==> config.mk <==
export PLATFORM = sky130hd
export DESIGN_NAME = serial_loader
export DESIGN_NICKNAME = d
export VERILOG_FILES = /design/src/rtl/loader_pkg.sv /design/src/rtl/loader_timeout.sv /design/src/rtl/serial_loader.sv
export SDC_FILE = /design/constraint.sdc
export NUM_CORES = 1
export LEC_CHECK = 0
export ABC_CLOCK_PERIOD_IN_PS = 6900
export CAP_MARGIN = 20
export CORE_MARGIN = 2
export CORE_UTILIZATION = 55
export DETAILED_ROUTE_END_ITERATION = 7
export HOLD_SLACK_MARGIN = 0.06
export PLACE_DENSITY = 0.77
export SLEW_MARGIN = 20
export SYNTH_ARGS = -nofsm -noshare
export SYNTH_HDL_FRONTEND = slang
export SYNTH_SLANG_ARGS = --single-unit
==> constraint.sdc <==
create_clock -name clk -period 6.9 [get_ports clk]
set_input_delay 1.38 -clock clk [delete_from_list [all_inputs] [get_ports clk]]
set_output_delay 1.38 -clock clk [all_outputs]
set_load 0.005 [all_outputs]
==> src/rtl/loader_pkg.sv <==
// Shared definitions for the serial boot/debug loader: FSM state encoding,
// command bytes, response bytes and the default packet sync marker.
package loader_pkg;

    typedef enum logic [2:0] {
        IDLE,
        CMD,
        ADDR_H,
        ADDR_L,
        LEN,
        DATA,
        CSUM,
        RESP
    } state_t;

    localparam logic [7:0] CMD_LOAD     = 8'h4C;
    localparam logic [7:0] CMD_GO       = 8'h47;
    localparam logic [7:0] CMD_HOLD     = 8'h48;
    localparam logic [7:0] ACK          = 8'h06;
    localparam logic [7:0] NAK          = 8'h15;
    localparam logic [7:0] SYNC_DEFAULT = 8'h55;

endpackage

==> src/rtl/loader_timeout.sv <==
// Inter-byte timeout counter for the loader.
// Ports: clk, reset (async, active-high), reload (restart the count),
// enable (count while high), expired (count reached timeout_cycles while enabled).
module loader_timeout #(
    parameter int timeout_cycles = 1600000
) (
    input  logic clk,
    input  logic reset,
    input  logic reload,
    input  logic enable,
    output logic expired
);

    localparam int W = $clog2(timeout_cycles + 1);

    logic [W-1:0] cnt;
    logic         at_limit;

    assign at_limit = (cnt == W'(timeout_cycles));
    assign expired  = enable && at_limit;

    // Saturates at the limit so a long stall cannot wrap back to zero.
    always_ff @(posedge clk or posedge reset) begin
        if (reset) begin
            cnt <= '0;
        end else if (reload) begin
            cnt <= '0;
        end else if (enable && !at_limit) begin
            cnt <= cnt + 1'b1;
        end
    end

endmodule

==> src/rtl/serial_loader.sv <==
// Serial loader: parses 55/cmd framed packets from the receiver byte stream,
// writes payload into memory, returns ACK/NAK and controls CPU hold.
// Ports: clk, reset (async, active-high); rx_dat/rx_stb/rx_err from receiver;
// tx_dat/tx_stb/tx_busy to transmitter; mem_addr/mem_wdat/mem_we RAM write
// port; cpu_hold keeps CPU in reset; busy high outside IDLE.
import loader_pkg::*;

module serial_loader #(
    parameter int         timeout_cycles = 1600000,
    parameter logic       hold_at_reset  = 1'b1,
    parameter logic [7:0] sync_byte      = SYNC_DEFAULT
) (
    input  logic        clk,
    input  logic        reset,
    input  logic [7:0]  rx_dat,
    input  logic        rx_stb,
    input  logic        rx_err,
    output logic [7:0]  tx_dat,
    output logic        tx_stb,
    input  logic        tx_busy,
    output logic [15:0] mem_addr,
    output logic [7:0]  mem_wdat,
    output logic        mem_we,
    output logic        cpu_hold,
    output logic        busy
);

    state_t      state, state_n;
    logic [15:0] addr, addr_n;
    logic [8:0]  len, len_n;
    logic [7:0]  sum, sum_n;
    logic [7:0]  total;
    logic [7:0]  resp, resp_n;
    logic        hold_n;
    logic [15:0] mem_addr_n;
    logic [7:0]  mem_wdat_n;
    logic        mem_we_n;
    logic [7:0]  tx_dat_n;
    logic        tx_stb_n;
    logic        byte_ok;
    logic        active;
    logic        expired;

    // A byte flagged with a framing error is never accepted.
    assign byte_ok = rx_stb && !rx_err;
    assign active  = (state != IDLE) && (state != RESP);
    assign busy    = (state != IDLE);
    assign total   = sum + rx_dat;

    loader_timeout #(
        .timeout_cycles(timeout_cycles)
    ) u_timeout (
        .clk    (clk),
        .reset  (reset),
        .reload (byte_ok),
        .enable (active),
        .expired(expired)
    );

    always_comb begin
        state_n    = state;
        addr_n     = addr;
        len_n      = len;
        sum_n      = sum;
        resp_n     = resp;
        hold_n     = cpu_hold;
        mem_addr_n = mem_addr;
        mem_wdat_n = mem_wdat;
        mem_we_n   = 1'b0;
        tx_dat_n   = tx_dat;
        tx_stb_n   = 1'b0;

        if (active && rx_err) begin
            state_n = IDLE;
        end else if (active && !byte_ok && expired) begin
            state_n = IDLE;
        end else begin
            unique case (state)
                IDLE: begin
                    if (byte_ok && rx_dat == sync_byte) begin
                        state_n = CMD;
                    end
                end
                CMD: begin
                    if (byte_ok) begin
                        state_n = RESP;
                        resp_n  = NAK;
                        if (rx_dat == CMD_LOAD) begin
                            if (cpu_hold) begin
                                state_n = ADDR_H;
                            end
                        end else if (rx_dat == CMD_GO) begin
                            hold_n = 1'b0;
                            resp_n = ACK;
                        end else if (rx_dat == CMD_HOLD) begin
                            hold_n = 1'b1;
                            resp_n = ACK;
                        end
                    end
                end
                ADDR_H: begin
                    if (byte_ok) begin
                        addr_n[15:8] = rx_dat;
                        sum_n        = rx_dat;
                        state_n      = ADDR_L;
                    end
                end
                ADDR_L: begin
                    if (byte_ok) begin
                        addr_n[7:0] = rx_dat;
                        sum_n       = total;
                        state_n     = LEN;
                    end
                end
                LEN: begin
                    if (byte_ok) begin
                        len_n   = (rx_dat == 8'h00) ? 9'd256 : {1'b0, rx_dat};
                        sum_n   = total;
                        state_n = DATA;
                    end
                end
                DATA: begin
                    if (byte_ok) begin
                        mem_addr_n = addr;
                        mem_wdat_n = rx_dat;
                        mem_we_n   = 1'b1;
                        addr_n     = addr + 16'd1;
                        sum_n      = total;
                        len_n      = len - 9'd1;
                        if (len == 9'd1) begin
                            state_n = CSUM;
                        end
                    end
                end
                CSUM: begin
                    if (byte_ok) begin
                        resp_n  = (total == 8'h00) ? ACK : NAK;
                        state_n = RESP;
                    end
                end
                RESP: begin
                    if (!tx_busy) begin
                        tx_dat_n = resp;
                        tx_stb_n = 1'b1;
                        state_n  = IDLE;
                    end
                end
                default: state_n = IDLE;
            endcase
        end
    end

    always_ff @(posedge clk or posedge reset) begin
        if (reset) begin
            state    <= IDLE;
            addr     <= '0;
            len      <= '0;
            sum      <= '0;
            resp     <= '0;
            cpu_hold <= hold_at_reset;
            mem_addr <= '0;
            mem_wdat <= '0;
            mem_we   <= 1'b0;
            tx_dat   <= '0;
            tx_stb   <= 1'b0;
        end else begin
            state    <= state_n;
            addr     <= addr_n;
            len      <= len_n;
            sum      <= sum_n;
            resp     <= resp_n;
            cpu_hold <= hold_n;
            mem_addr <= mem_addr_n;
            mem_wdat <= mem_wdat_n;
            mem_we   <= mem_we_n;
            tx_dat   <= tx_dat_n;
            tx_stb   <= tx_stb_n;
        end
    end

endmodule
# ---- Word level (Yosys, flattened, before mapping)
# Cells that the tools add are included.
dict set report op_classes {
  reduce_logical 32
  n_mux 43
  add_sub_neg 4
  n_bitwise 4
  eq_ne 30
}
# op n
set op_table {}
lappend op_table {{8-bit one-hot mux with 2 select lines} 4}
lappend op_table {{21-bit two-way mux} 2}
lappend op_table {{3-bit two-way mux} 13}
lappend op_table {{4-bit inequality test, second input constant} 9}
lappend op_table {{8-bit by 7-bit equality test with 1-bit output, second input constant} 4}
lappend op_table {{8-bit two-way mux} 4}
lappend op_table {{9-bit two-way mux} 3}
lappend op_table {{5-bit AND reduction} 5}
lappend op_table {{3-bit one-hot mux with 8 select lines} 1}
lappend op_table {{21-bit by 1-bit adder with 21-bit output, second input constant} 1}
lappend op_table {{21-bit equality test, second input constant} 1}
lappend op_table {{5-bit two-way mux} 4}
lappend op_table {{9-bit one-hot mux with 2 select lines} 1}
lappend op_table {{16-bit by 1-bit adder with 16-bit output, second input constant} 1}
lappend op_table {{8-bit zero test} 2}
lappend op_table {{16-bit two-way mux} 1}
lappend op_table {{2-bit nonzero test} 7}
lappend op_table {{3-bit equality test, second input constant} 4}
lappend op_table {{2-bit inequality test, second input constant} 6}
lappend op_table {{1-bit two-way mux} 10}
lappend op_table {{9-bit by 1-bit equality test with 1-bit output, second input constant} 1}
lappend op_table {{9-bit AND reduction} 1}
lappend op_table {{9-bit by 1-bit subtractor with 9-bit output, second input constant} 1}
lappend op_table {{8-bit adder} 1}
lappend op_table {{12 further kinds} 26}
dict set report word_totals {
  elab_cells 126
  reg_bits 100
}

# ---- Longest topological paths before layout
# Gate-level depths: netlist of the first run.
dict set report depth {
  ltp_word 7
  ltp_mapped 8
  depth_no_buf 8
}

# ---- Cells and area by module
# A second synthesis of the first run with hierarchy kept.
dict set report hier_totals {
  cells_unflattened 533
  area_unflattened_um2 5101.1
}
# module instances cells_per_inst area_each_um2
set modules_own_cells {}
lappend modules_own_cells {serial_loader 1 405 3893.7}
lappend modules_own_cells {loader_timeout 1 128 1207.4}

# ---- Worst setup path before layout of the first run
# OpenSTA, ideal clock, no wires.
dict set report synth_path {
  path_kind {input to register}
  from {input port rx_dat[0]}
  to {register resp[1]}
  n_path_buf 0
  setup_time_ns 0.118
  path_stages 8
  setup_slack_ns 3.913
  arrival_ns 2.869
  path_cell_list {ha_1 inv_1 fa_1 nand2b_1 a2111o_1 o211ai_1 nor4_1 a21o_1}
}
dict set report synth_between {
  elab_chain_len 6
  word_cells_on_any_way 12
  cone_classes {add/sub: 1; eq/ne: 3; mux: 7; reduce/logical: 1}
}
# element line
set synth_rtl {}
lappend synth_rtl {{start: declaration} serial_loader.sv:15} ;# input logic [7:0] rx_dat,
lappend synth_rtl {{parallel branches: the longest is 5 deep, another holds 8-bit adder} --}
lappend synth_rtl {{8-bit one-hot mux with 2 select lines *} serial_loader.sv:78} ;# unique case (state)
lappend synth_rtl {{end signal: assignment} serial_loader.sv:171} ;# resp <= resp_n;
lappend synth_rtl {{end: declaration} serial_loader.sv:33} ;# logic [7:0] resp, resp_n;
# Mark *: on every way between the ends. The select of a mux whose other input is x is not followed.
# A chain may end at the register's enable or synchronous reset.

# ---- Worst setup path in the final report of the first run
dict set report layout_path {
  from {input port rx_dat[0]}
  to {register resp[0]}
}
# The elaborated chain is that of the path after synthesis.

==> results.md, run 1 <==
- The flow ran to the end, and the final reports show no timing, DRC or antenna violations.
- The kind of critical path is input port to flip-flop.
- The number of vias after detailed routing is 4238.
- In the final layout, the share of cells above drive strength 1 is 9.83%.
- STA classifies the critical path endpoint as a flip-flop.
- STA classifies the critical path startpoint as an input port.
- The count of flip-flops with a built-in enable after synthesis is 0.
- Row generation in the floorplan step produced 35 rows.
- The count of port buffers added during placement is 44.
- The portion of total power attributed to the clock network is 16.9%.
- The number of antenna diodes is 0.
- Summed over all layers, the routed wires come to 11800 um.
- In this run, CTS created clock tree buffers numbering 9.
- The area growth from synthesis to layout is 13.2%.
- The filler cell count in the final layout is 790.
- Data arrives at the worst endpoint at 3.80 ns.
- The max-capacitance violation count is 0.
- The clock net in this run drives a total of 90 sinks.
- The pin count of the biggest net entering global routing is 91.
- The final number of hold-violating endpoints was 0.
- The first detailed-routing pass took 5 iterations.
- The most used flip-flop cell after synthesis is sky130_fd_sc_hd__dfrtp_1.
- By area the synthesized netlist is led by sky130_fd_sc_hd__dfrtp_1 (44%), sky130_fd_sc_hd__mux2_2 (5.6%), sky130_fd_sc_hd__nor2_1 (3.8%).
- Global routing finished with a remaining overflow of 0.
- The first global-routing pass estimated 19800 um of wire.
- The synthesized area per cell is 9.34 um^2.
- For this run, the share of the core covered by cells in the final layout is 63.0%.
- The placed standard-cell area is 5530 um^2.
- The number of distinct standard cells referenced by the synthesized netlist is 68.
- The count of nets left with antenna violations after detail routing is 0.
- Setup total negative slack on the finished layout was measured at 0 ns.
- The area of the core region is 9110 um^2.
- The worst path uses 51.6% of the clock period.
- The relative contribution of sequential cells to total power is 41.6%.
- The fraction of post-synthesis cell area in the top cell type by area is 43.9%.
- Summing all flip-flop and latch instances after layout gives 2250 um^2.
- The clock edge transition at the registers on the reported setup and hold paths is 0.09 ns.
- The combined area of the multi-input logic cells is 2600 um^2.
- The logic gate share of total power is 41.5%.
- Final hold analysis gives a worst-case slack of 0.476 ns.
- In this run the worst hold path is classified as flip-flop to flip-flop.
- For the finished layout, the period the worst path requires is 3.56 ns.
- The total track usage is 24.7%.
- Across the VDD grid, the largest voltage drop is 0.000184 V.
- The per-cell routed wire length is 17.1 um.
- sky130_fd_sc_hd__dfrtp_1 takes more of the synthesized area than any other cell.
- The die covers 10000 um^2.
- Hold repair after CTS inserted 0 buffers.
- The initial utilization of the core area, before any placement, comes to 55.7%.
- The power density over the cells is 386 nW/um^2.
- The analysis attributes to cell leakage a power of 2.37 nW.
- The number of placed I/O pins is 49.
- The proportion of synthesized flip-flops having asynchronous set or reset is 100%.
- The root cell of the clock tree is sky130_fd_sc_hd__clkbuf_8.
- After clock tree synthesis, the setup repair step added 0 buffers.
- The number of nets at the end of the flow is 601.
- The via density per instance is 6.13.
- The via count of the first global-routing pass is 4148.
- The max-slew violation count is 0.
- The design draws 2.22 mW.
- The number of H-tree branching levels is 3.
- Based on the critical path, the design can be clocked at up to 0.281 GHz.
- The combined area of all synthesized cells is 5070 um^2.
- Of all nets on the critical path, the largest fanout is 8.
- The relative slew slack is 46.8%.
- The number of DRC violations after detailed routing is 0.
- Setup violations remaining at the end of the flow were counted as 0.
- Post-CTS repair changed the size of 0 cells.
- The actual transition at the worst max-transition pin is 0.798 ns.
- The x dimension of the die is 100 um.
- Synthesis produced 543 cells.
- Setup repair after global routing left no endpoint under its margin.
- The CTS tree is done.
- The number of register bits inferred by synthesis is 90.
- The longest clock path from root to sink contains 2 buffers.
- The die height is 100 um.
- The switching share of total power is 38.6%.
- For this block, the initial DRC count from the detailed router was 244.
- The clock network latency to the later pin of the worst-skew pair is 0.36 ns.
- The wire-length estimate of the detail-placed layout is 8140 um.
- The worst clock skew is 0.00838 ns.
- The number of antenna violations at the first check in global routing was 0.
- The switching power is 0.856 mW.
- The number of warning messages in the yosys log is 0.
- The post-route standard cell area excluding fillers is 5740 um^2.
- The required time reported for the critical path endpoint is 7.14 ns.
- The final weighted congestion in routability-driven placement is 0.929.
- The internal portion of the total power is 1.36 mW.
- Summing the sequential cell areas from Yosys gives 44.4% of the chip area.
==> cell type report <==
type / instances / share of cell area [%]
inverter: 18 / 1.20
timing repair buffer: 48 / 8.26
clock inverter: 5 / 1.09
tap: 111 / 2.42
multi-input combinational: 408 / 45.3
clock buffer: 11 / 2.46
sequential: 90 / 39.2
==> cell usage in the layout, fill, tap and decap left out, types with 3 or more instances in the layout <==
cell type                         netlist  layout
sky130_fd_sc_hd__dfrtp_1               89      89
sky130_fd_sc_hd__a21o_1                 4       4
sky130_fd_sc_hd__nor2_1                52      52
sky130_fd_sc_hd__xnor2_1               11      11
sky130_fd_sc_hd__nor3_1                15      15
sky130_fd_sc_hd__conb_1                 1       4
sky130_fd_sc_hd__nor4_1                 7       7
sky130_fd_sc_hd__nand4_1               11      11
sky130_fd_sc_hd__o21ai_0               37      37
sky130_fd_sc_hd__o22a_1                 7       7
sky130_fd_sc_hd__o21a_1                 5       5
sky130_fd_sc_hd__o22ai_1                6       6
sky130_fd_sc_hd__nor3b_1                3       3
sky130_fd_sc_hd__nand4b_1               3       3
sky130_fd_sc_hd__or3_1                  8       8
sky130_fd_sc_hd__a22o_1                 4       4
sky130_fd_sc_hd__xor2_1                 5       5
sky130_fd_sc_hd__o211ai_1               6       6
sky130_fd_sc_hd__clkbuf_8               0      10
sky130_fd_sc_hd__nor2b_1                8       8
sky130_fd_sc_hd__nand2_1               49      49
sky130_fd_sc_hd__mux2_2                25      25
sky130_fd_sc_hd__a21oi_1               37      37
sky130_fd_sc_hd__nand2b_1               4       4
sky130_fd_sc_hd__a31oi_1               14      14
sky130_fd_sc_hd__a211oi_1               3       3
sky130_fd_sc_hd__ha_1                  12      12
sky130_fd_sc_hd__and2_1                 3       3
sky130_fd_sc_hd__clkdlybuf4s50_1        0      44
sky130_fd_sc_hd__inv_1                 18      17
sky130_fd_sc_hd__buf_4                  5       3
sky130_fd_sc_hd__nand3_1               17      17
sky130_fd_sc_hd__and3_1                 8       8
==> cell families (layout without fill, tap and decap cells) <==
family,Yosys count,in the layout,share of synthesized area (%)
adder cells (fa/ha/maj),13,13,3.35
multiplexers,26,26,5.75
flip-flops,90,90,44.4
AND/OR/NAND/NOR,210,210,22.1
other,1,4,0.0739
XOR/XNOR,16,16,2.76
AO/OA/AOI/OAI,139,139,17.0
buffers and inverters,48,82,4.49
==> critical path, stage by stage <==
cell and delay (ns):
sky130_fd_sc_hd__clkdlybuf4s50_1 0.66, sky130_fd_sc_hd__ha_1 0.27, sky130_fd_sc_hd__inv_1 0.07, sky130_fd_sc_hd__fa_1 0.39, sky130_fd_sc_hd__nand2b_1 0.20, sky130_fd_sc_hd__a21oi_1 0.14, sky130_fd_sc_hd__o211ai_1 0.13, sky130_fd_sc_hd__nor4_1 0.43
sky130_fd_sc_hd__a21oi_1 0.13
==> stage by stage <==
stage | setup slack [ns] | instances
finish | 3.34 | 691
global placement | 3.10 | 675
detailed placement | 2.98 | 675
global route | 3.11 | 691
CTS | 3.37 | 691
floorplan | 3.19 | 546
==> cell usage after synthesis, drive strengths merged, types with 2 or more instances <==
library cell and number:
o211ai 6, nand4 12, buf 18, or2 2, nor2b 8, nand2 49
a21o 4, and2 3, nor3 16, o21a 5, nor4b 2, or4 2
dfrtp 89, nor3b 3, o211a 2, nand4b 3, nor4 10, o31a 2
mux2 25, a22o 4, ha 12, a21oi 37, inv 18, o22ai 6
o22a 7, nor4bb 2, xnor2 11, o21ai 38, o31ai 2, nand3 17
and3 8, xor2 5, or3 9, and3b 2, a211oi 3, clkbuf 12
nand2b 4, nor2 53, a31oi 14
==> state kept, by name, indices dropped and copies added (netlist names) <==
| signal | flops |
|---|---|
| state | 3 |
| len | 9 |
| mem_we | 1 |
| addr | 16 |
| tx_stb | 1 |
| tx_dat | 3 |
| cpu_hold | 1 |
| u_timeout.cnt | 21 |
| mem_wdat | 8 |
| mem_addr | 16 |
| resp | 3 |
| sum | 8 |
==> worst paths after layout <==
kind	start	cells past startpoint	slack, ns	end
setup / recovery	rx_dat[0]	9	3.34	resp[0]$_DFFE_PP0P_
hold / removal	resp[2]$_DFFE_PP0P_	2	0.48	tx_dat[2]$_DFFE_PP0P_
setup reg to reg	state[2]$_DFFE_PP0P_	6	4.28	addr[15]$_DFFE_PP0P_
hold reg to reg	resp[2]$_DFFE_PP0P_	2	0.48	tx_dat[2]$_DFFE_PP0P_
max in group asynchronous	reset	3	4.81	mem_wdat[3]$_DFFE_PP0P_
min in group asynchronous	reset	3	1.56	mem_we$_DFF_PP0_
==> layer usage <==
layer | share of wire, % | wire (um) | global-route usage (%) | vias to the layer above
li1 | - | - | - | 2027
met1 | 44 | 5240 | 32.6 | 2059
met2 | 49 | 5730 | 41.1 | 127
met3 | 4.7 | 560 | 4.04 | 25
met4 | 2.2 | 265 | 9.27 | 0
met5 | 0 | 0 | 0 | -
==> power by group through the flow <==
stage / Sequential, mW / Combinational (mW) / Clock (mW)
2_1_floorplan: 0.863 / 0.644 / 0
3_3_place_gp: 0.918 / 0.884 / 0
3_5_place_dp: 0.929 / 0.917 / 0
4_1_cts: 0.921 / 0.921 / 0.383
5_1_grt: 0.957 / 1.03 / 0.399
6_report: 0.923 / 0.920 / 0.376
No activity file was read; power rests on OpenSTA's default activity.
==> run 2: changes to the inputs <==
--- a/config.mk
+++ b/config.mk
@@ -5,7 +5,7 @@
 export SDC_FILE = /design/constraint.sdc
 export NUM_CORES = 1
 export LEC_CHECK = 0
-export ABC_CLOCK_PERIOD_IN_PS = 6900
+export ABC_CLOCK_PERIOD_IN_PS = 3700
 export CAP_MARGIN = 20
 export CORE_MARGIN = 2
 export CORE_UTILIZATION = 55
==> constraint.sdc (replaced) <==
create_clock -name clk -period 3.7 [get_ports clk]
set_input_delay 0.74 -clock clk [delete_from_list [all_inputs] [get_ports clk]]
set_output_delay 0.74 -clock clk [all_outputs]
set_load 0.005 [all_outputs]
==> run 2 against run 1 <==
Effect of this change: utilization rose by 0.30 points; die area unchanged; first-iteration DRC count increased by 25%; final area rose by 0.48%; worst hold slack better by 0.021 ns; sequential share of layout area fell by 0.19 points; sequential cell count is the same; critical path type unchanged; largest power group is now combinational logic.
==> results.md, run 2 (synthesized netlist as in run 1, its figures left out) <==
- The flow ran to the end, and the final reports show no timing, DRC or antenna violations.
- The die height came to 100 um (unchanged).
- In this run the top signal layer used is met4.
- The number of DRC violations after detailed routing came to 0 (unchanged).
- The total congestion overflow is 0 (unchanged).
- The amount of wire on met2 after detailed routing is 5570 um (-2.9%).
- The static leakage power was 2.40 nW (+1.1%).
- The final core area utilization is 63.3% (+0.30 points).
- The worst setup slack after placement is 0.580 ns (-2.40 ns).
- The clock edge transition at the registers on the reported setup and hold paths is 0.09 ns (about the same).
- The slowest stage of the critical path is the sky130_fd_sc_hd__clkdlybuf4s50_1 cell.
- u_timeout.cnt holds more flip-flops than any other register.
- The final weighted congestion in routability-driven placement is 0.897 (-3.5%).
- The site row count is 35 (unchanged).
- The number of vias after detailed routing is 4339 (+2.4%).
- Relative to the synthesized area, the layout overhead comes to 13.7%.
- The number of H-tree branching levels is 3 (unchanged).
- The relative slew slack was 47.7% (+0.89 points).
- The biggest cell delay along the critical path is 0.50 ns (-0.16 ns).
- The cell repeated most along the worst path is sky130_fd_sc_hd__a21oi_1.
- TritonCTS built the clock tree.
- The worst clock skew is 0.0108 ns (+0.00244 ns).
- The worst setup path is launched from an input port.
- The max-slew violation count is 0 (unchanged).
- The fraction of layout cells with a size suffix above 1 came to 10.8% (+0.94 points).
- The number of endpoints failing setup at the final stage is 0 (unchanged).
- The power density over the cells is 711 nW/um^2 (+84%).
- The first-iteration detailed-routing DRC count was 305 (+25%).
- The via density per instance is 6.23 (+1.6%).
- The number of antenna violations at the first check in global routing came to 0 (unchanged).
- The total routed wire length on the met1 layer is 5250 um (+0.36%).
- The clock network latency to the later pin of the worst-skew pair is 0.36 ns (about the same).
- The root cell of the clock tree is sky130_fd_sc_hd__clkbuf_8.
- The number of flip-flops under the largest register name is 21 (unchanged).
- The area of the core region was 9110 um^2 (unchanged).
- Setup repair after global routing left no endpoint under its margin.
- The largest fanout on the critical path is 3 (-5).
- The required time reported for the critical path endpoint is 3.94 ns (-3.20 ns).
- The arrival time of the worst setup path is 3.01 ns (-0.79 ns).
- The starting density of the core is 55.7% (unchanged).
- The final number of hold-violating endpoints was 0 (unchanged).
- The via count of the first global-routing pass is 4082 (-1.6%).
- The x dimension of the die is 100 um (unchanged).
- The number of placed I/O pins is 49 (unchanged).
- The kind of end point of the critical path is a flip-flop.
- The first-pass detailed-route iteration total is 5 (unchanged).
- The worst hold margin is 0.497 ns (+0.0212 ns).
- The critical path goes through clkdlybuf4s50_1, ha_1, inv_1, fa_1, nand2b_1, a21oi_1, xor2_1, nor4_1, a21oi_1.
- The count of port buffers added during placement came to 44 (unchanged).
- The wire length reported by the detailed router is 11700 um (-0.44%).
- Leaving out fill and tap cells, the most frequent cells in the layout are sky130_fd_sc_hd__dfrtp_1 (89), sky130_fd_sc_hd__nor2_1 (52), sky130_fd_sc_hd__nand2_1 (49).
- The count of hold buffers inserted by post-cts repair is 0 (unchanged).
- The setup slack of the critical path after layout is 0.933 ns (-2.40 ns).
- The clock sink count is 90 (unchanged).
- The largest registers in the layout are u_timeout.cnt (21), addr (16), mem_addr (16).
- Of the available clock period, the critical path in the final layout requires 74.8%.
- The actual transition at the worst max-transition pin was 0.785 ns (-0.0134 ns).
- The total met3 wirelength after detailed routing is 639 um (+14%).
- The post-route setup TNS is 0 ns (unchanged).
- The post-route minimum period is 2.77 ns.
- Leaving out fill and tap cells, the most frequent cell in the layout is sky130_fd_sc_hd__dfrtp_1.
- The number of antenna diodes is 0 (unchanged).
- The number of buffers created by CTS is 9 (unchanged).
- The kind of critical path is input port to flip-flop.
- The number of cells upsized or downsized after cts is 0 (unchanged).
- The max-capacitance violation count is 0 (unchanged).
- The placed standard-cell area is 5580 um^2 (+0.90%).
- The number of nets at the end of the flow is 606 (+0.83%).
- Based on the critical path, the design can be clocked at up to 0.361 GHz.
- The slack of the worst reg-to-reg path is 1.23 ns (-3.05 ns).
- The wire length of the first global-routing pass is 19900 um (+0.56%).
- The count of nets left with antenna violations after detail routing was 0 (unchanged).
- The total track usage is 24.8% (+0.18 points).
- The number of buffers inserted to repair setup after CTS came to 0 (unchanged).
- The pin count of the biggest net entering global routing is 91 (unchanged).
- The post-route standard cell area excluding fillers is 5770 um^2 (+0.48%).
- The worst-case clock buffer depth came to 2 (unchanged).
- The area of the die is 10000 um^2 (unchanged).
- The post-DP HPWL is 8200 um (+0.69%).
- The worst ir drop on vdd came to 0.000365 V (+99%).
- The per-cell routed wire length is 16.9 um (-1.2%).
- The type of the worst min-delay path is flip-flop to flip-flop.
## run 2: cell types whose count changed in the layout (fill, tap and decap cells not counted), sizes merged
cell and delta:
buf +5, inv +2, bufinv -1, clkbuf -1, clkinv +1, clkinvlp -1
## run 2: worst max-delay path, delay by kind of cell
family,cells,cell delay [ns]
fa+ha+maj,2,0.64
compound gates,2,0.30
buf+inv,2,0.58
xor+xnor,1,0.11
simple gates,2,0.62
## run 2: power by group
| part | total, mW | switching (mW) | internal (mW) |
|---|---|---|---|
| Sequential | 1.71 | 0.367 | 1.35 |
| Clock | 0.651 | 0.381 | 0.270 |
| Combinational | 1.74 | 0.869 | 0.869 |
| Total | 4.10 | 1.62 | 2.49 |
## run 2: cell type report
type,count,area (um^2)
Tap cell,111,139
Fill cell,757,3340
Timing Repair Buffer,53,520
Multi-Input combinational cell,408,2600
Clock buffer,10,138
Inverter,18,68.8
Sequential cell,90,2250
Clock inverter,6,47.5
## run 2: worst paths after layout
path / startpoint / end / cells past startpoint
worst min register to register: resp[0]$_DFFE_PP0P_ / tx_dat[0]$_DFFE_PP0P_ / 2
min in group asynchronous: reset / mem_addr[10]$_DFFE_PP0P_ / 3
worst max register to register: state[2]$_DFFE_PP0P_ / addr[15]$_DFFE_PP0P_ / 6
worst min-delay path: resp[0]$_DFFE_PP0P_ / tx_dat[0]$_DFFE_PP0P_ / 2
worst max-delay path: rx_dat[0] / resp[0]$_DFFE_PP0P_ / 9
max in group asynchronous: reset / cpu_hold$_DFFE_PP1P_ / 3
## run 2: routing by layer
metal / vias to the layer above / global-route usage [%]
met5: - / 0
met4: 0 / 9.59
met3: 21 / 3.76
met2: 170 / 39.1
met1: 2109 / 35.0
li1: 2039 / -
## run 2: per-stage QoR
stage                     total power [mW]  instances
after floorplan                       2.81        546
after detailed placement              3.45        680
after global routing                  4.41        696
final                                 4.10        696
after CTS                             4.11        696
after global placement                3.38        680
==> run 3: changes to the inputs <==
--- a/config.mk
+++ b/config.mk
@@ -5,13 +5,13 @@
 export SDC_FILE = /design/constraint.sdc
 export NUM_CORES = 1
 export LEC_CHECK = 0
-export ABC_CLOCK_PERIOD_IN_PS = 3700
+export ABC_CLOCK_PERIOD_IN_PS = 2300
 export CAP_MARGIN = 20
 export CORE_MARGIN = 2
-export CORE_UTILIZATION = 55
+export CORE_UTILIZATION = 52
 export DETAILED_ROUTE_END_ITERATION = 7
 export HOLD_SLACK_MARGIN = 0.06
-export PLACE_DENSITY = 0.77
+export PLACE_DENSITY = 0.76
 export SLEW_MARGIN = 20
 export SYNTH_ARGS = -nofsm -noshare
 export SYNTH_HDL_FRONTEND = slang
==> constraint.sdc (replaced) <==
create_clock -name clk -period 2.3 [get_ports clk]
set_input_delay 0.46 -clock clk [delete_from_list [all_inputs] [get_ports clk]]
set_output_delay 0.46 -clock clk [all_outputs]
set_load 0.005 [all_outputs]
==> run 3 against run 2 <==
Effect of this change: global-route usage increased by 0.18 points; highest routed layer unchanged; routed wire length is 4.8% higher; total power increased by 73%; cell count rose by 8.8%; worst setup slack got worse by 0.83 ns.
==> results.md, run 3 (synthesized netlist as in run 1, its figures left out) <==
- The per-cell routed wire length is 16.2 um (-3.7%).
- The number of flip-flops under the largest register name is 21 (unchanged).
- The post-route setup TNS came to 0 ns (unchanged).
- The worst hold margin came to 0.459 ns (-0.0385 ns).
- The final weighted congestion in routability-driven placement is 0.915 (+1.9%).
- The max-slew violation count is 0 (unchanged).
- The highest achievable clock rate is 0.456 GHz.
- The number of vias after detailed routing is 4468 (+3.0%).
- The fraction of layout cells with a size suffix above 1 is 17.1% (+6.4 points).
- The worst clock skew is 0.0130 ns (+0.00219 ns).
- The x dimension of the die is 103 um (+2.7%).
- The number of DRC violations after detailed routing is 0 (unchanged).
- In the final layout, the registers with the most flip-flops are u_timeout.cnt (21), addr (16), mem_addr (16).
- The filler cell count in the final layout is 827 (+9.2%).
- The placed standard-cell area is 5900 um^2 (+5.6%).
- The wire length of the first global-routing pass is 20800 um (+4.3%).
- The required time reported for the critical path endpoint came to 2.55 ns (-1.39 ns).
- The number of placed I/O pins is 49 (unchanged).
- The max-capacitance violation count was 0 (unchanged).
- The first-iteration detailed-routing DRC count came to 204 (-33%).
- The number of buffers created by CTS is 9 (unchanged).
- The ratio of final minimum period to clock period is 95.4%.
- The setup slack of the critical path after layout is 0.106 ns (-0.828 ns).
- The power density over the cells was 1150 nW/um^2 (+62%).
- The root cell of the clock tree is sky130_fd_sc_hd__clkbuf_8.
- The number of antenna violations at the first check in global routing was 0 (unchanged).
- The final core area utilization was 63.9% (+0.56 points).
- The sum of internal, switching and leakage power is 7.10 mW (+73%).
- The largest fanout on the critical path is 5 (+2).
- The worst-case clock buffer depth was 2 (unchanged).
- The via count of the first global-routing pass is 4437 (+8.7%).
- The final number of hold-violating endpoints is 0 (unchanged).
- The actual transition at the worst max-transition pin is 0.527 ns (-0.257 ns).
- The area of the die is 10600 um^2 (+5.5%).
- The worst path needs 2.19 ns of the cycle, external delays included.
- The number of nets at the end of the flow was 645 (+6.4%).
- The first-pass detailed-route iteration total is 5 (unchanged).
- The number of endpoints failing setup at the final stage is 0 (unchanged).
- The wire length reported by the detailed router is 12300 um (+4.8%).
- The static leakage power is 2.60 nW (+8.5%).
- The worst ir drop on vdd was 0.000605 V (+66%).
- The number of H-tree branching levels is 3 (unchanged).
- The library cells used most frequently in the layout, excluding fill and tap cells, are sky130_fd_sc_hd__dfrtp_1 (87), sky130_fd_sc_hd__nor2_1 (52), sky130_fd_sc_hd__nand2_1 (49).
- The area taken by flip-flops and latches came to 2260 um^2 (+0.11%).
- The site row count came to 36 (+2.9%).
- The flow ran to the end, and the final reports show no timing, DRC or antenna violations.
- The total congestion overflow is 0 (unchanged).
- The post-route standard cell area excluding fillers came to 6160 um^2 (+6.8%).
- The arrival time of the worst setup path is 2.45 ns (-0.56 ns).
- The post-layout instance count excluding filler cells is 757 (+8.8%).
- The worst hold path belongs to the class input port to asynchronous set/reset pin.
- The count of port buffers added during placement is 44 (unchanged).
- The combined area of the multi-input logic cells came to 2640 um^2 (+1.4%).
- The worst setup slack after placement is -0.545 ns (-1.12 ns).
- Setup repair after global routing left no endpoint under its margin.
- The total track usage is 25.0% (+0.18 points).
- The via density per instance came to 5.90 (-5.3%).
- The area of the core region is 9640 um^2 (+5.8%).
- The largest register by flop count is u_timeout.cnt.
- The clock edge transition at the registers on the reported setup and hold paths came to 0.09 ns (about the same).
- The die height is 103 um (+2.7%).
- The clock network latency to the later pin of the worst-skew pair is 0.37 ns (about the same).
- The layout-stage area growth over the synthesis result is 21.4%.
- The relative slew slack is 64.6% (+17 points).
- The total instance count after detailed placement is 738 (+8.5%).
- The clock sink count was 90 (unchanged).
- The count of nets left with antenna violations after detail routing is 0 (unchanged).
- The pin count of the biggest net entering global routing came to 38 (-58%).
- The starting density of the core is 52.6% (-3.1 points).
- The CTS tree is done.
- Leaving out fill and tap cells, the most frequent cell in the layout is sky130_fd_sc_hd__dfrtp_1.
- The number of antenna diodes came to 0 (unchanged).
- STA classifies the critical path startpoint as a flip-flop.
- The post-DP HPWL is 9020 um (+10%).
- STA classifies the critical path endpoint as a flip-flop.
- The worst setup path is of the flip-flop to flip-flop kind.
## run 3: cell count changes in the layout (fill, tap and decap cells not counted), sizes merged
cell | previous run | this run
inv | 20 | 18
buf | 9 | 48
clkdlybuf4s50 | 44 | 42
bufinv | 0 | 1
clkinv | 3 | 0
clkbuf | 10 | 11
dlygate4sd2 | 0 | 2
clkinvlp | 1 | 4
## run 3: path summary, 6_finish.rpt
kind	slack [ns]	cells after the start	start	end
setup / recovery	0.11	5	u_timeout.cnt[12]$_DFFE_PP0P_	state[1]$_DFFE_PP0P_
hold / removal	0.46	2	reset	u_timeout.cnt[19]$_DFFE_PP0P_
setup reg to reg	0.11	5	u_timeout.cnt[12]$_DFFE_PP0P_	state[1]$_DFFE_PP0P_
hold reg to reg	0.49	2	resp[2]$_DFFE_PP0P_	tx_dat[2]$_DFFE_PP0P_
max in group asynchronous	1.25	3	reset	cpu_hold$_DFFE_PP1P_
min in group clk	0.49	2	resp[2]$_DFFE_PP0P_	tx_dat[2]$_DFFE_PP0P_
## run 3: critical path, stage by stage, from the launching register on
cell and delay (ns):
sky130_fd_sc_hd__dfrtp_1 0.44, sky130_fd_sc_hd__nor4_1 0.51, sky130_fd_sc_hd__nand4_1 0.27, sky130_fd_sc_hd__o211a_1 0.32
sky130_fd_sc_hd__or2_1 0.25, sky130_fd_sc_hd__a211o_1 0.30
## run 3: cell type report
type	count	share of cell area (%)
repair buffers	92	13.4
well taps	133	2.70
multi-input cells	408	42.9
inverters	18	1.16
flip-flops and latches	90	36.6
clock buffers	11	2.30
clock inverters	5	0.995
## run 3: metal layers
metal	part of all wire (%)	global-route usage, %
met2	49	42.6
met4	2.9	10.9
met3	5.1	3.59
met5	0	0
met1	43	31.9
## run 3: where the power goes
part / internal, mW / switching, mW
logic: 1.68 / 1.58
registers: 2.17 / 0.545
clock network: 0.536 / 0.588
## run 3: timing repair
item                       4_1_cts  5_1_grt
resized for setup                8        2
hold buffers                     0        0
buffers inserted                 0        3
setup endpoints to repair        4        1
